[config.mk]
export PLATFORM = sky130hd
export DESIGN_NAME = idex_stage_flat
export DESIGN_NICKNAME = d
export VERILOG_FILES = /design/src/rtl/idex_stage_pkg.sv /design/src/rtl/idex_stage_if.sv /design/src/rtl/idex_stage_load_use_detect.sv /design/src/rtl/idex_stage.sv /design/src/flat_wrapper.sv
export SDC_FILE = /design/constraint.sdc
export NUM_CORES = 1
export LEC_CHECK = 0
export BUFFER_PORTS_ARGS = -buffer_cell sky130_fd_sc_hd__buf_4
export CAP_MARGIN = 20
export CORE_UTILIZATION = 46
export DETAILED_ROUTE_END_ITERATION = 7
export GPL_ROUTABILITY_DRIVEN = 0
export PLACE_DENSITY = 0.76
export SLEW_MARGIN = 20
export SYNTH_ARGS = -nofsm -noshare
export SYNTH_HDL_FRONTEND = slang
export SYNTH_SLANG_ARGS = --single-unit
[constraint.sdc]
create_clock -name clk -period 2.8 [get_ports clk]
set_clock_uncertainty 0.15 [all_clocks]
set_input_delay 0.42 -clock clk [delete_from_list [all_inputs] [get_ports clk]]
set_output_delay 0.42 -clock clk [all_outputs]
set_load 0.03 [all_outputs]
[src/rtl/idex_stage_pkg.sv]
// ID/EX stage shared types and constants.
// Control bundle and the registered ID/EX record.
package idex_stage_pkg;
  localparam int DATA_W  = 32;
  localparam int RADDR_W = 5;
  localparam int ALUOP_W = 3;

  typedef struct packed {
    logic               regdst;
    logic               regwr;
    logic               memrd;
    logic               memwr;
    logic               memtoreg;
    logic               alusrc;
    logic [ALUOP_W-1:0] aluop;
  } ctrl_t;

  localparam ctrl_t CTRL_BUBBLE = '0;

  typedef struct packed {
    logic               valid;
    logic [RADDR_W-1:0] rs;
    logic [RADDR_W-1:0] rt;
    logic [RADDR_W-1:0] rd;
    ctrl_t              ctrl;
    logic [DATA_W-1:0]  rdata1;
    logic [DATA_W-1:0]  rdata2;
    logic [DATA_W-1:0]  imm;
  } id_ex_t;
endpackage

[src/rtl/idex_stage_if.sv]
// ID-side decoded fields in, ID/EX registered fields out.
// slave: the stage itself; master: the ID/EX neighbours.
interface idex_stage_if;
  import idex_stage_pkg::*;

  logic               id_valid;
  logic [RADDR_W-1:0] id_rs;
  logic [RADDR_W-1:0] id_rt;
  logic [RADDR_W-1:0] id_rd;
  logic               id_uses_rt;
  logic               id_regdst;
  logic               id_regwr;
  logic               id_memrd;
  logic               id_memwr;
  logic               id_memtoreg;
  logic               id_alusrc;
  logic [ALUOP_W-1:0] id_aluop;
  logic [DATA_W-1:0]  id_rdata1;
  logic [DATA_W-1:0]  id_rdata2;
  logic [DATA_W-1:0]  id_imm;

  logic [RADDR_W-1:0] idexrs;
  logic [RADDR_W-1:0] idexrt;
  logic [RADDR_W-1:0] idexrd;
  logic               idexregdst;
  logic               idexregwr;
  logic               idexmemrd;
  logic               idexmemwr;
  logic               idexmemtoreg;
  logic               idexalusrc;
  logic [ALUOP_W-1:0] idexaluop;
  logic [DATA_W-1:0]  idexrdata1;
  logic [DATA_W-1:0]  idexrdata2;
  logic [DATA_W-1:0]  ideximm;
  logic               idexvalid;

  modport slave (
    input  id_valid, id_rs, id_rt, id_rd,
    input  id_uses_rt, id_regdst, id_regwr,
    input  id_memrd, id_memwr, id_memtoreg,
    input  id_alusrc, id_aluop,
    input  id_rdata1, id_rdata2, id_imm,
    output idexrs, idexrt, idexrd,
    output idexregdst, idexregwr, idexmemrd,
    output idexmemwr, idexmemtoreg, idexalusrc,
    output idexaluop, idexrdata1, idexrdata2,
    output ideximm, idexvalid
  );

  modport master (
    output id_valid, id_rs, id_rt, id_rd,
    output id_uses_rt, id_regdst, id_regwr,
    output id_memrd, id_memwr, id_memtoreg,
    output id_alusrc, id_aluop,
    output id_rdata1, id_rdata2, id_imm,
    input  idexrs, idexrt, idexrd,
    input  idexregdst, idexregwr, idexmemrd,
    input  idexmemwr, idexmemtoreg, idexalusrc,
    input  idexaluop, idexrdata1, idexrdata2,
    input  ideximm, idexvalid
  );
endinterface

[src/rtl/idex_stage_load_use_detect.sv]
// Load-use hazard: a load in ID/EX whose rt is read
// by the instruction in ID. Register 0 never stalls.
module load_use_detect
  import idex_stage_pkg::*;
(
  input  logic               i_ex_valid,
  input  logic               i_ex_memrd,
  input  logic [RADDR_W-1:0] i_ex_rt,
  input  logic               i_id_valid,
  input  logic [RADDR_W-1:0] i_id_rs,
  input  logic [RADDR_W-1:0] i_id_rt,
  input  logic               i_id_uses_rt,
  output logic               o_luh
);
  logic w_load;
  logic w_hit_rs;
  logic w_hit_rt;

  assign w_load   = i_ex_valid & i_ex_memrd &
                    (i_ex_rt != '0);
  assign w_hit_rs = (i_ex_rt == i_id_rs);
  assign w_hit_rt = i_id_uses_rt &
                    (i_ex_rt == i_id_rt);
  assign o_luh    = w_load & i_id_valid &
                    (w_hit_rs | w_hit_rt);
endmodule

[src/rtl/idex_stage.sv]
// ID/EX pipeline register with load-use stall,
// one-cycle bubble injection and stall counter.
module idex_stage
  import idex_stage_pkg::*;
#(
  parameter int CNT_W = 16
) (
  input  logic             clk,
  input  logic             rst_n,
  input  logic             hold,
  input  logic             flush,
  idex_stage_if.slave      bus,
  output logic             pcwr,
  output logic             ifidwr,
  output logic [CNT_W-1:0] stall_cnt
);
  id_ex_t           r_q;
  id_ex_t           w_cap;
  ctrl_t            w_ctrl;
  logic             w_luh;
  logic [CNT_W-1:0] r_cnt;

  load_use_detect u_lud (
    .i_ex_valid   (r_q.valid),
    .i_ex_memrd   (r_q.ctrl.memrd),
    .i_ex_rt      (r_q.rt),
    .i_id_valid   (bus.id_valid),
    .i_id_rs      (bus.id_rs),
    .i_id_rt      (bus.id_rt),
    .i_id_uses_rt (bus.id_uses_rt),
    .o_luh        (w_luh)
  );

  // Assemble the ID record; a non-instruction carries no control.
  always_comb begin
    w_ctrl.regdst   = bus.id_regdst;
    w_ctrl.regwr    = bus.id_regwr;
    w_ctrl.memrd    = bus.id_memrd;
    w_ctrl.memwr    = bus.id_memwr;
    w_ctrl.memtoreg = bus.id_memtoreg;
    w_ctrl.alusrc   = bus.id_alusrc;
    w_ctrl.aluop    = bus.id_aluop;
    w_cap.valid  = bus.id_valid;
    w_cap.rs     = bus.id_rs;
    w_cap.rt     = bus.id_rt;
    w_cap.rd     = bus.id_rd;
    w_cap.ctrl   = bus.id_valid ? w_ctrl
                                : CTRL_BUBBLE;
    w_cap.rdata1 = bus.id_rdata1;
    w_cap.rdata2 = bus.id_rdata2;
    w_cap.imm    = bus.id_imm;
  end

  // Pipeline register: flush > hold > bubble > capture.
  always_ff @(posedge clk or negedge rst_n) begin
    if (!rst_n) begin
      r_q <= '0;
    end else if (flush) begin
      r_q <= '0;
    end else if (!hold) begin
      r_q <= w_luh ? id_ex_t'('0) : w_cap;
    end
  end

  // Count only bubbles actually inserted; saturate.
  always_ff @(posedge clk or negedge rst_n) begin
    if (!rst_n) begin
      r_cnt <= '0;
    end else if (!flush && !hold && w_luh &&
                 (r_cnt != '1)) begin
      r_cnt <= r_cnt + CNT_W'(1);
    end
  end

  assign pcwr   = ~(hold | w_luh);
  assign ifidwr = ~(hold | w_luh);
  assign stall_cnt = r_cnt;

  assign bus.idexvalid    = r_q.valid;
  assign bus.idexrs       = r_q.rs;
  assign bus.idexrt       = r_q.rt;
  assign bus.idexrd       = r_q.rd;
  assign bus.idexregdst   = r_q.ctrl.regdst;
  assign bus.idexregwr    = r_q.ctrl.regwr;
  assign bus.idexmemrd    = r_q.ctrl.memrd;
  assign bus.idexmemwr    = r_q.ctrl.memwr;
  assign bus.idexmemtoreg = r_q.ctrl.memtoreg;
  assign bus.idexalusrc   = r_q.ctrl.alusrc;
  assign bus.idexaluop    = r_q.ctrl.aluop;
  assign bus.idexrdata1   = r_q.rdata1;
  assign bus.idexrdata2   = r_q.rdata2;
  assign bus.ideximm      = r_q.imm;
endmodule

[src/flat_wrapper.sv]
// flat-port wrapper written by rule: the top's interface ports become plain ports
module idex_stage_flat import idex_stage_pkg::*;
#(
  parameter int CNT_W = 16
)
  (clk, rst_n, hold, flush, pcwr, ifidwr, stall_cnt, bus_id_valid, bus_id_rs, bus_id_rt, bus_id_rd, bus_id_uses_rt, bus_id_regdst, bus_id_regwr, bus_id_memrd, bus_id_memwr, bus_id_memtoreg, bus_id_alusrc, bus_id_aluop, bus_id_rdata1, bus_id_rdata2, bus_id_imm, bus_idexrs, bus_idexrt, bus_idexrd, bus_idexregdst, bus_idexregwr, bus_idexmemrd, bus_idexmemwr, bus_idexmemtoreg, bus_idexalusrc, bus_idexaluop, bus_idexrdata1, bus_idexrdata2, bus_ideximm, bus_idexvalid);
  idex_stage_if bus_i ();
  input  logic clk;
  input  logic rst_n;
  input  logic hold;
  input  logic flush;
  output logic pcwr;
  output logic ifidwr;
  output logic [CNT_W-1:0] stall_cnt;
  input wire logic [$bits(bus_i.id_valid)-1:0] bus_id_valid;
  input wire logic [$bits(bus_i.id_rs)-1:0] bus_id_rs;
  input wire logic [$bits(bus_i.id_rt)-1:0] bus_id_rt;
  input wire logic [$bits(bus_i.id_rd)-1:0] bus_id_rd;
  input wire logic [$bits(bus_i.id_uses_rt)-1:0] bus_id_uses_rt;
  input wire logic [$bits(bus_i.id_regdst)-1:0] bus_id_regdst;
  input wire logic [$bits(bus_i.id_regwr)-1:0] bus_id_regwr;
  input wire logic [$bits(bus_i.id_memrd)-1:0] bus_id_memrd;
  input wire logic [$bits(bus_i.id_memwr)-1:0] bus_id_memwr;
  input wire logic [$bits(bus_i.id_memtoreg)-1:0] bus_id_memtoreg;
  input wire logic [$bits(bus_i.id_alusrc)-1:0] bus_id_alusrc;
  input wire logic [$bits(bus_i.id_aluop)-1:0] bus_id_aluop;
  input wire logic [$bits(bus_i.id_rdata1)-1:0] bus_id_rdata1;
  input wire logic [$bits(bus_i.id_rdata2)-1:0] bus_id_rdata2;
  input wire logic [$bits(bus_i.id_imm)-1:0] bus_id_imm;
  output wire logic [$bits(bus_i.idexrs)-1:0] bus_idexrs;
  output wire logic [$bits(bus_i.idexrt)-1:0] bus_idexrt;
  output wire logic [$bits(bus_i.idexrd)-1:0] bus_idexrd;
  output wire logic [$bits(bus_i.idexregdst)-1:0] bus_idexregdst;
  output wire logic [$bits(bus_i.idexregwr)-1:0] bus_idexregwr;
  output wire logic [$bits(bus_i.idexmemrd)-1:0] bus_idexmemrd;
  output wire logic [$bits(bus_i.idexmemwr)-1:0] bus_idexmemwr;
  output wire logic [$bits(bus_i.idexmemtoreg)-1:0] bus_idexmemtoreg;
  output wire logic [$bits(bus_i.idexalusrc)-1:0] bus_idexalusrc;
  output wire logic [$bits(bus_i.idexaluop)-1:0] bus_idexaluop;
  output wire logic [$bits(bus_i.idexrdata1)-1:0] bus_idexrdata1;
  output wire logic [$bits(bus_i.idexrdata2)-1:0] bus_idexrdata2;
  output wire logic [$bits(bus_i.ideximm)-1:0] bus_ideximm;
  output wire logic [$bits(bus_i.idexvalid)-1:0] bus_idexvalid;
  assign bus_i.id_valid = bus_id_valid;
  assign bus_i.id_rs = bus_id_rs;
  assign bus_i.id_rt = bus_id_rt;
  assign bus_i.id_rd = bus_id_rd;
  assign bus_i.id_uses_rt = bus_id_uses_rt;
  assign bus_i.id_regdst = bus_id_regdst;
  assign bus_i.id_regwr = bus_id_regwr;
  assign bus_i.id_memrd = bus_id_memrd;
  assign bus_i.id_memwr = bus_id_memwr;
  assign bus_i.id_memtoreg = bus_id_memtoreg;
  assign bus_i.id_alusrc = bus_id_alusrc;
  assign bus_i.id_aluop = bus_id_aluop;
  assign bus_i.id_rdata1 = bus_id_rdata1;
  assign bus_i.id_rdata2 = bus_id_rdata2;
  assign bus_i.id_imm = bus_id_imm;
  assign bus_idexrs = bus_i.idexrs;
  assign bus_idexrt = bus_i.idexrt;
  assign bus_idexrd = bus_i.idexrd;
  assign bus_idexregdst = bus_i.idexregdst;
  assign bus_idexregwr = bus_i.idexregwr;
  assign bus_idexmemrd = bus_i.idexmemrd;
  assign bus_idexmemwr = bus_i.idexmemwr;
  assign bus_idexmemtoreg = bus_i.idexmemtoreg;
  assign bus_idexalusrc = bus_i.idexalusrc;
  assign bus_idexaluop = bus_i.idexaluop;
  assign bus_idexrdata1 = bus_i.idexrdata1;
  assign bus_idexrdata2 = bus_i.idexrdata2;
  assign bus_ideximm = bus_i.ideximm;
  assign bus_idexvalid = bus_i.idexvalid;
  idex_stage #(.CNT_W(CNT_W)) u_core (.clk(clk), .rst_n(rst_n), .hold(hold), .flush(flush), .bus(bus_i), .pcwr(pcwr), .ifidwr(ifidwr), .stall_cnt(stall_cnt));
endmodule
==> impl_metrics.py, run 1 <==
metrics = {
    "logic_synthesis": {
        "synth_top_family_by_area": "compound AO/OA/AOI/OAI gates",
        "synth.distinct_cells": 33,
        "synth_xor_area_share_pct": 4.07,
        "synth.area.mux_share_pct": 0.279,
        "yosysTopAreaCell": "dfrtp_1",
        "seq_area_frac_synth_pct": 63.7,
        "syn_area_um2": 5380,
        "synth_fp_nets": 502,
        "synthAdderAreaFrac_pct": 0.232,
        "synth_cells": 375,
        "synth_top_area_share_pct": 63.7,
        "synthTopCellsByArea": "dfrtp_1 (64%), a22o_1 (18%), xor2_1 (3.6%), buf_8 (2.8%), a32o_1 (1.7%)",
        "synth_compound_area_share_pct": 21.4,
        "ys_warn_count": 0,
        "avgSynthCellArea_um2": 14.4,
        "synth_seq_cells": 137,
        "synthSimpleGateAreaFrac_pct": 5.79,
    },
    "grt": {
        "grt_pass1_vias": 4143,
        "gr-total-overflow": 0,
        "grt_pass1_wl_um": 21500,
        "grt_start_max_net_pins": 88,
        "antenna_found_initial": 0,
        "grt_usage_pct": 23.8,
    },
    "floorplan": {
        "num_rows": 39,
        "die_h_um": 110,
        "fp.coreArea_um2": 11400,
        "die_x_um": 110,
        "ios": 265,
        "start_util_pct": 47.2,
        "dieArea_um2": 12100,
    },
    "setup_path": {
        "start_kind": "register",
        "crit_type": "reg -> out",
        "path_max_fanout": 5,
        "worstPathRequired_ns": 2.23,
        "critical_path_arrival_ns": 2.04,
        "crit_path_end_kind": "output port",
    },
    "drt": {
        "finalWirelength_um": 14500,
        "vias": 4282,
        "drcViolationCount": 0,
        "postRouteAntennaNets": 0,
        "first_pass_iters": 7,
        "drt_iter0_drc": 261,
        "vias_per_cell": 5.41,
        "wl_per_cell_um": 18.3,
    },
    "sta": {
        "maxSlewViolCount": 0,
        "period_share_pct": 93.3,
        "timing.setup.tns_ns": 0,
        "finalHoldViolations": 0,
        "hold_ws_ns": 0.0618,
        "layout_min_cycle_time_ns": 2.61,
        "max_freq_ghz": 0.383,
        "rsz0062_at_grt": "no",
        "finalSetupViolCount": 0,
        "worst_pin_slew_ns": 0.781,
        "relSlewSlack_pct": 47.9,
        "worst_slack_ns": 0.187,
    },
    "final_layout": {
        "areaGrowthSynthToFinish_pct": 48.6,
        "antenna_cells": 0,
        "design_area_um2": 8000,
        "drive_above_1_share_pct": 48.5,
        "nets": 763,
        "fill_cells": 812,
    },
    "power_and_ir_drop": {
        "power_density_nw_per_um2": 627,
        "power_uw": 5010,
        "irDropWorstVdd_mv": 0.430,
        "p_leak_uw": 0.00424,
    },
    "cts": {
        "clockRootBuffer": "clkbuf_16",
        "cts_made_buffers": 17,
        "htreeDepth": 4,
        "clk-insertion-delay-late_ns": 0.42,
        "cts_tree": "yes",
        "cts_resized": 0,
        "numClockSinks": 137,
        "cts_buffer_depth": 2,
        "clk_pin_slew_worst_paths_ns": 0.05,
    },
    "placement": {
        "pre_cts_ws_ns": 0.530,
        "dpl_cell_area_um2": 7420,
        "place_hpwl_um": 10100,
        "io_buffers": 264,
    },
    "worst_hold_path": {
        "hold_class": "in -> reg",
    },
    "run_status": {
        "status": "complete, no violations",
    },
    "flow_run": {
        "max_cap_violations": 0,
    },
}
worst max-delay path, stage by stage (launching register included):
cell,delay (ns)
dfrtp_1,0.43
or4_4,0.58
o21ai_4,0.20
nor2_1,0.08
nor2_1,0.14
buf_4,0.18
cell families (layout without fill, tap and decap cells):
logic type      count (synthesis)  after routing
buf+inv                        33            307
compound gates                127            127
flops                         137            137
fa+ha+maj                       1              1
mux                             1              1
xor+xnor                       25             25
simple gates                   51             51
synth_stat cells:
library cell,instances
nor3_1,6
or2_2,3
ha_1,1
nand3_1,5
mux2_4,1
buf_4,1
nand4_2,1
and3_1,3
clkbuf_1,14
xor2_1,22
a32oi_2,1
nor4_4,1
buf_2,5
nor2b_1,1
o21a_1,1
nor2_1,8
nor3_2,1
buf_8,10
o21ai_4,2
inv_1,3
nor2_2,1
xnor2_1,3
a32oi_1,1
nand4_1,3
a32o_1,9
nor4_1,6
a22o_1,112
dfrtp_1,137
nand2_1,7
or4_1,2
o21a_4,1
or4_4,2
nor4_2,1
registers in the layout, indices dropped and copies added (netlist names), 3 cells and up:
register               count
u_core.bus.ideximm        32
u_core.bus.idexrdata1     32
u_core.bus.idexrdata2     32
u_core.stall_cnt          16
u_core.bus.idexrd          5
u_core.bus.idexrs          5
u_core.bus.idexrt          5
u_core.bus.idexaluop       3
worst paths after layout:
kind / slack, ns / cells past startpoint / start / end
max in group asynchronous: 1.44 / 3 / rst_n / u_core.bus.idexrdata1[10]
worst max-delay path: 0.19 / 5 / u_core.bus.idexrt[1] / ifidwr
worst min-delay path: 0.06 / 2 / bus_id_imm[20] / u_core.bus.ideximm[20]
worst max register to register: 0.59 / 6 / u_core.stall_cnt[0] / u_core.stall_cnt[1]
worst min register to register: 0.34 / 1 / u_core.bus.idexaluop[1] / u_core.bus.idexaluop[1]
min in group asynchronous: 0.30 / 2 / rst_n / u_core.stall_cnt[4]
metrics by stage:
stage / utilization [%] / instances
floorplan: - / 375
global route: 70.1 / 792
global placement: 64.9 / 758
finish: 70.1 / 792
detailed placement: 64.9 / 758
CTS: 70.0 / 791
per-layer routing:
metal,global-route usage (%),routed length [um],part of all wire [%]
met3,7.94,1230,8.5
met5,0,0,0
met1,28.4,5740,40
met2,38.8,7100,49
met4,11.7,411,2.8
power breakdown:
group / switching [uW] / internal (uW) / total [uW]
Sequential: 59.4 / 2080 / 2140
Combinational: 418 / 328 / 746
Clock: 784 / 1350 / 2130
Total: 1260 / 3750 / 5010
repair_timing:
| item | in CTS | in global routing |
|---|---|---|
| setup endpoints to repair | 0 | 2 |
| buffers inserted | 0 | 1 |
| hold buffers | 1 | 0 |
| hold endpoints to repair | 32 | 0 |
cell usage in the layout (no fill, tap or decap), types with 2 or more instances in the layout:
cell / instances
nor4_1: 6
clkbuf_16: 17
xnor2_1: 3
nand4_1: 3
bufinv_16: 2
buf_12: 4
inv_1: 3
clkbuf_1: 4
nand2_1: 7
dfrtp_1: 137
or4_4: 2
buf_4: 266
nor3_1: 6
a32o_1: 9
clkbuf_8: 2
nand3_1: 5
clkinv_2: 6
or4_1: 2
or2_2: 3
and3_1: 3
xor2_1: 22
o21ai_4: 2
nor2_1: 8
a22o_1: 112
final cells by class:
cell class / instances / area (um^2) / area share, %
Sequential cell: 137 / 3430 / 42.9
Inverter: 3 / 11.3 / 0.141
Multi-Input combinational cell: 205 / 1720 / 21.5
Clock inverter: 9 / 97.6 / 1.22
Tap cell: 143 / 179 / 2.24
Clock buffer: 23 / 468 / 5.85
Timing Repair Buffer: 272 / 2100 / 26.2
No activity file was read; power rests on OpenSTA's default activity.
==> inputs of run 2 (changes only) <==
CORE_UTILIZATION = 41   (was 46)
PLACE_DENSITY = 0.72   (was 0.76)
SLEW_MARGIN = default   (was 20)
clock period = 2.3 ns   (was 2.8 ns; I/O delays follow)
==> run 2 against run 1 <==
  * The run now ends with negative setup slack left
  * Wire length increased by 17%
  * Global-route usage fell by 0.14 points
  * Die area grew 12%
  * Sequential share of layout area is 5.7 points lower
  * Sequential cell count stayed put
  * Critical path type unchanged
==> impl_metrics.py, run 2 (synthesized netlist as in run 1, its figures left out) <==
metrics = {
    "power_and_ir_drop": {
        "net-switching-power_uw": 1620,
        "pwr-share-clk_pct": 42.7,
        "power_density_nw_per_um2": 700,
        "internal_power_uw": 4850,
        "power_frac_comb_pct": 17.0,
        "sw_frac_of_total_pct": 25.0,
        "irDropWorstVdd_mv": 0.437,
        "p_seq_share_pct": 40.3,
        "p_leak_uw": 0.00475,
    },
    "drt": {
        "wl_met2_um": 8980,
        "vias": 4708,
        "first_pass_iters": 4,
        "wl_per_cell_um": 18.4,
        "vias_per_cell": 5.10,
        "drt_iter0_drc": 263,
        "drcViolationCount": 0,
        "dr.max_layer_used": "met4",
        "wirelength_met1_um": 6530,
        "met3RoutedLength_um": 936,
        "postRouteAntennaNets": 0,
        "finalWirelength_um": 16900,
    },
    "setup_path": {
        "r2r_slack_ns": -0.03,
        "cpMaxStageDelayCell": "dfrtp_2",
        "cpLargestDelayFamily": "simple AND/OR/NAND/NOR gates",
        "start_kind": "register",
        "ff2ff_path_depth": 8,
        "max_stage_delay_ns": 0.44,
        "critical_path_arrival_ns": 1.91,
        "crit_type": "reg -> out",
        "cp_num_buf_inv": 1,
        "r2r-start": "u_core.bus.idexrt[3]",
        "worstPathRequired_ns": 1.80,
        "path_cells": "xor2_2 > nor4_4 > a32oi_2 > nor2_2 > nor2_4 > buf_6",
        "crit_path_end_kind": "output port",
        "r2r_end": "u_core.bus.idexregwr",
        "path_max_fanout": 4,
    },
    "cts": {
        "numClockSinks": 137,
        "clk-insertion-delay-late_ns": 0.41,
        "htreeDepth": 4,
        "cts_made_buffers": 17,
        "clockRootBuffer": "clkbuf_16",
        "cts_tree": "yes",
        "clk_pin_slew_worst_paths_ns": 0.06,
        "cts_buffer_depth": 2,
    },
    "floorplan": {
        "fp.coreArea_um2": 12700,
        "die_x_um": 117,
        "num_rows": 41,
        "dieArea_um2": 13600,
        "ios": 265,
        "start_util_pct": 42.3,
        "die_h_um": 117,
    },
    "grt": {
        "gr-total-overflow": 0,
        "grt_pass1_wl_um": 24200,
        "grt_pass1_vias": 4839,
        "grt_start_max_net_pins": 138,
        "antenna_found_initial": 0,
        "grt_usage_pct": 23.7,
    },
    "placement": {
        "io_buffers": 264,
        "place_hpwl_um": 9780,
        "dp_cells": 788,
    },
    "final_layout": {
        "areaGrowthSynthToFinish_pct": 71.6,
        "final_cell_count_no_fill": 923,
        "nets": 865,
        "antenna_cells": 0,
        "final_cell_mix": "buf_4 (270), dfrtp_1 (133), a22o_1 (112)",
        "post-route-util_pct": 72.6,
        "layout_commonest_cell": "buf_4",
        "drive_above_1_share_pct": 45.5,
    },
    "sta": {
        "finalSetupViolCount": 17,
        "max_freq_ghz": 0.416,
        "finalHoldViolations": 0,
        "layout_min_cycle_time_ns": 2.40,
        "maxSlewViolCount": 0,
        "rsz0062_at_grt": "yes",
        "worst_slack_ns": -0.102,
        "relSlewSlack_pct": 49.2,
        "period_share_pct": 104,
        "worst_pin_slew_ns": 0.762,
    },
    "worst_hold_path": {
        "min_from": "bus_id_imm[21]",
        "holdPathStages": 2,
        "hold_end": "u_core.bus.ideximm[21]",
        "hold_class": "in -> reg",
    },
    "flow_run": {
        "max_cap_violations": 0,
    },
    "run_status": {
        "status": "complete, but fails checks",
        "violations": "negative setup slack",
    },
}
[run 2: changes by cell type in the layout (fill, tap and decap cells not counted), moves of 4 or more]
cell           delta
buf_4             +4
buf_6             +4
clkbuf_16         +5
dfrtp_1           -4
dfrtp_2           +4
dlygate4sd3_1    +87
[run 2: through the flow]
stage | area, um^2 | total power [uW] | setup TNS (ns) | hold slack (ns) | setup slack, ns
after CTS | 9000 | 6450 | -0.194 | 0.000278 | -0.0970
after detailed placement | 7470 | 3550 | 0 | 0.333 | 0.105
after floorplan | 5390 | 3090 | 0 | -0.101 | 0.00548
final | 9240 | 6470 | -0.338 | 0.0171 | -0.102
after global placement | 7470 | 3540 | 0 | 0.327 | 0.163
after global routing | 9240 | 6690 | -4.19 | 0.00192 | -0.186
[run 2: area by class of cell]
| type | instances | area [um^2] |
|---|---|---|
| multi-input combinational | 205 | 1760 |
| inverter | 3 | 11.3 |
| fill | 870 | 3480 |
| timing repair buffer | 374 | 3220 |
| clock inverter | 8 | 118 |
| clock buffer | 24 | 482 |
| sequential | 137 | 3430 |
| tap | 172 | 215 |
[run 2: timing repair]
item,in CTS,in global routing
setup buffers,5,5
pin swaps,4,18
endpoints found under the setup margin,2,18
hold buffers,88,0
resized for setup,4,9
gates cloned,0,6
hold endpoints to repair,224,0
[run 2: layer usage]
layer  global-route usage (%)  vias to the layer above
met5                        0                        -
met4                     11.6                        0
met3                     6.43                       37
met2                     41.7                      177
met1                     26.6                     2341
li1                         -                     2153
[run 2: worst max-delay path by stage]
stage / startpoint / to / cells after the start
2_1_floorplan: u_core.bus.idexrt[3] / pcwr / 5
3_3_place_gp: u_core.bus.idexrt[1] / u_core.bus.idexrdata1[9] / 5
3_5_place_dp: u_core.bus.idexrt[1] / u_core.bus.idexrdata1[30] / 5
4_1_cts: u_core.bus.idexrt[1] / pcwr / 5
5_1_grt: u_core.bus.idexrt[1] / pcwr / 6
6_report: u_core.bus.idexrt[3] / pcwr / 6
[run 2: power by group through the flow]
stage / logic [uW] / clock network [uW] / registers, uW
after global routing: 1160 / 2910 / 2620
after global placement: 898 / 0 / 2640
final: 1100 / 2760 / 2610
after floorplan: 226 / 0 / 2870
after CTS: 1050 / 2800 / 2600
after detailed placement: 911 / 0 / 2640
==> inputs of run 3 (changes only) <==
PLACE_DENSITY = 0.76   (was 0.72)
==> run 3 against run 2 <==
  * Worst hold slack worse by 0.012 ns
  * Sequential cell count stayed put
  * Sequential power barely moved
  * Die area unchanged
  * The run still ends with negative setup slack left
  * Clock-buffer cell count decreased by 6
  * Wire length increased by 1.9%
  * Critical path depth is the same
  * Final cell count down 0.22%
  * Global-route usage up 1.1 points
  * Critical endpoint unchanged
  * Sequential share of layout area grew 0.49 points
  * Cell area fell by 1.3%
  * Power shrank 0.90%
==> impl_metrics.py, run 3 (synthesized netlist as in run 1, its figures left out) <==
metrics = {
    "run_status": {
        "status": "complete, but fails checks",
        "violations": "negative setup slack",
    },
    "grt": {
        "gr-total-overflow": 0,
        "grt_pass1_vias": 4887,
        "antenna_found_initial": 0,
        "grt_pass1_wl_um": 25100,
        "grt_usage_pct": 24.8,
        "grt_start_max_net_pins": 64,
    },
    "floorplan": {
        "die_h_um": 117,
        "die_x_um": 117,
        "dieArea_um2": 13600,
        "ios": 265,
        "fp.coreArea_um2": 12700,
        "num_rows": 41,
        "start_util_pct": 42.3,
    },
    "setup_path": {
        "cp_num_buf_inv": 1,
        "worstPathRequired_ns": 1.80,
        "r2r_end": "u_core.bus.idexrdata2[13]",
        "path_cells": "xor2_2 > nor4_4 > a32oi_2 > nor2_2 > nor2_4 > buf_6",
        "r2r_slack_ns": 0.02,
        "cpMaxStageDelayCell": "dfrtp_2",
        "crit_type": "reg -> out",
        "r2r-start": "u_core.bus.idexrt[3]",
        "path_max_fanout": 4,
        "max_stage_delay_ns": 0.44,
        "start_kind": "register",
        "cpLargestDelayFamily": "simple AND/OR/NAND/NOR gates",
        "ff2ff_path_depth": 7,
        "critical_path_arrival_ns": 1.89,
        "crit_path_end_kind": "output port",
    },
    "cts": {
        "clockRootBuffer": "clkbuf_16",
        "numClockSinks": 137,
        "cts_tree": "yes",
        "htreeDepth": 4,
        "clk_pin_slew_worst_paths_ns": 0.06,
        "clk-insertion-delay-late_ns": 0.42,
        "cts_buffer_depth": 2,
        "cts_made_buffers": 17,
    },
    "sta": {
        "max_freq_ghz": 0.419,
        "period_share_pct": 104,
        "relSlewSlack_pct": 66.4,
        "finalHoldViolations": 0,
        "finalSetupViolCount": 2,
        "worst_pin_slew_ns": 0.503,
        "layout_min_cycle_time_ns": 2.39,
        "maxSlewViolCount": 0,
        "rsz0062_at_grt": "yes",
        "worst_slack_ns": -0.0893,
    },
    "power_and_ir_drop": {
        "p_leak_uw": 0.00469,
        "irDropWorstVdd_mv": 0.451,
        "power_density_nw_per_um2": 703,
    },
    "worst_hold_path": {
        "min_from": "bus_id_imm[25]",
        "hold_end": "u_core.bus.ideximm[25]",
        "hold_class": "in -> reg",
        "holdPathStages": 2,
    },
    "drt": {
        "drcViolationCount": 0,
        "postRouteAntennaNets": 0,
        "vias": 4795,
        "first_pass_iters": 4,
        "drt_iter0_drc": 247,
        "finalWirelength_um": 17300,
        "vias_per_cell": 5.21,
        "wl_per_cell_um": 18.7,
    },
    "final_layout": {
        "drive_above_1_share_pct": 45.5,
        "nets": 863,
        "final_cell_mix": "buf_4 (273), dfrtp_1 (133), a22o_1 (112)",
        "antenna_cells": 0,
        "layout_commonest_cell": "buf_4",
        "design_area_um2": 9120,
        "areaGrowthSynthToFinish_pct": 69.3,
    },
    "placement": {
        "dpl_cell_area_um2": 7510,
        "place_hpwl_um": 10200,
        "pre_cts_ws_ns": 0.0870,
        "io_buffers": 264,
    },
    "flow_run": {
        "max_cap_violations": 0,
    },
}
[run 3: cell count changes in the layout (fill, tap and decap cells not counted), sizes merged]
cell / previous run / this run
clkbuf: 29 / 19
clkinvlp: 1 / 4
clkinv: 4 / 7
buf: 281 / 283
[run 3: final cells by class]
cell class / instances / area [um^2]
clock inverter: 14 / 155
fill: 864 / 3600
clock buffer: 18 / 439
sequential: 137 / 3430
inverter: 3 / 11.3
timing repair buffer: 372 / 3110
multi-input combinational: 205 / 1750
tap: 172 / 215
[run 3: worst register-to-register path: stages (launching register included)]
cell       delay (ns)
dfrtp_2          0.44
xor2_2           0.16
nor4_4           0.33
a32oi_2          0.18
buf_4            0.17
o21a_4           0.28
clkbuf_16        0.23
a22o_1           0.22
[run 3: layer usage]
metal / track usage [%] / share of wire [%]
met5: 0 / 0
met4: 14.2 / 3.8
met3: 7.47 / 6.0
met2: 43.0 / 53
met1: 27.0 / 37
[run 3: where the power goes]
part	leakage (uW)	switching (uW)	internal (uW)
logic	0.00258	559	517
registers	0.00182	83.1	2530
clock network	0.000287	1000	1710
[run 3: metrics by stage]
step / TNS [ns] / hold slack, ns / std cells / utilization [%] / power, uW
detailed placement: 0 / 0.171 / 793 / 59.0 / 3560
global placement: 0 / 0.165 / 793 / 59.0 / 3540
global route: -0.648 / 0.00218 / 921 / 71.7 / 6650
floorplan: 0 / -0.101 / 375 / - / 3090
CTS: -0.218 / 0.00000899 / 913 / 70.7 / 6410
finish: -0.178 / 0.00556 / 921 / 71.7 / 6410
[run 3: how the worst max path moves through the flow]
stage	from	endpoint	slack, ns	cells after the start
floorplan	u_core.bus.idexrt[3]	pcwr	0.005	5
global placement	u_core.bus.idexrt[1]	u_core.bus.idexrdata2[13]	0.12	5
detailed placement	u_core.bus.idexrt[1]	u_core.bus.ideximm[2]	0.09	5
CTS	u_core.bus.idexrt[2]	pcwr	-0.11	5
global route	u_core.bus.idexrt[3]	pcwr	-0.16	6
finish	u_core.bus.idexrt[3]	pcwr	-0.09	6
[run 3: timing repair]
item | 4_1_cts | 5_1_grt
endpoints found under the setup margin | 2 | 99
pin swaps | 6 | 6
setup buffers | 4 | 3
cloned | 0 | 1
hold endpoints to repair | 132 | 4
hold buffers | 84 | 4
resized for setup | 5 | 8
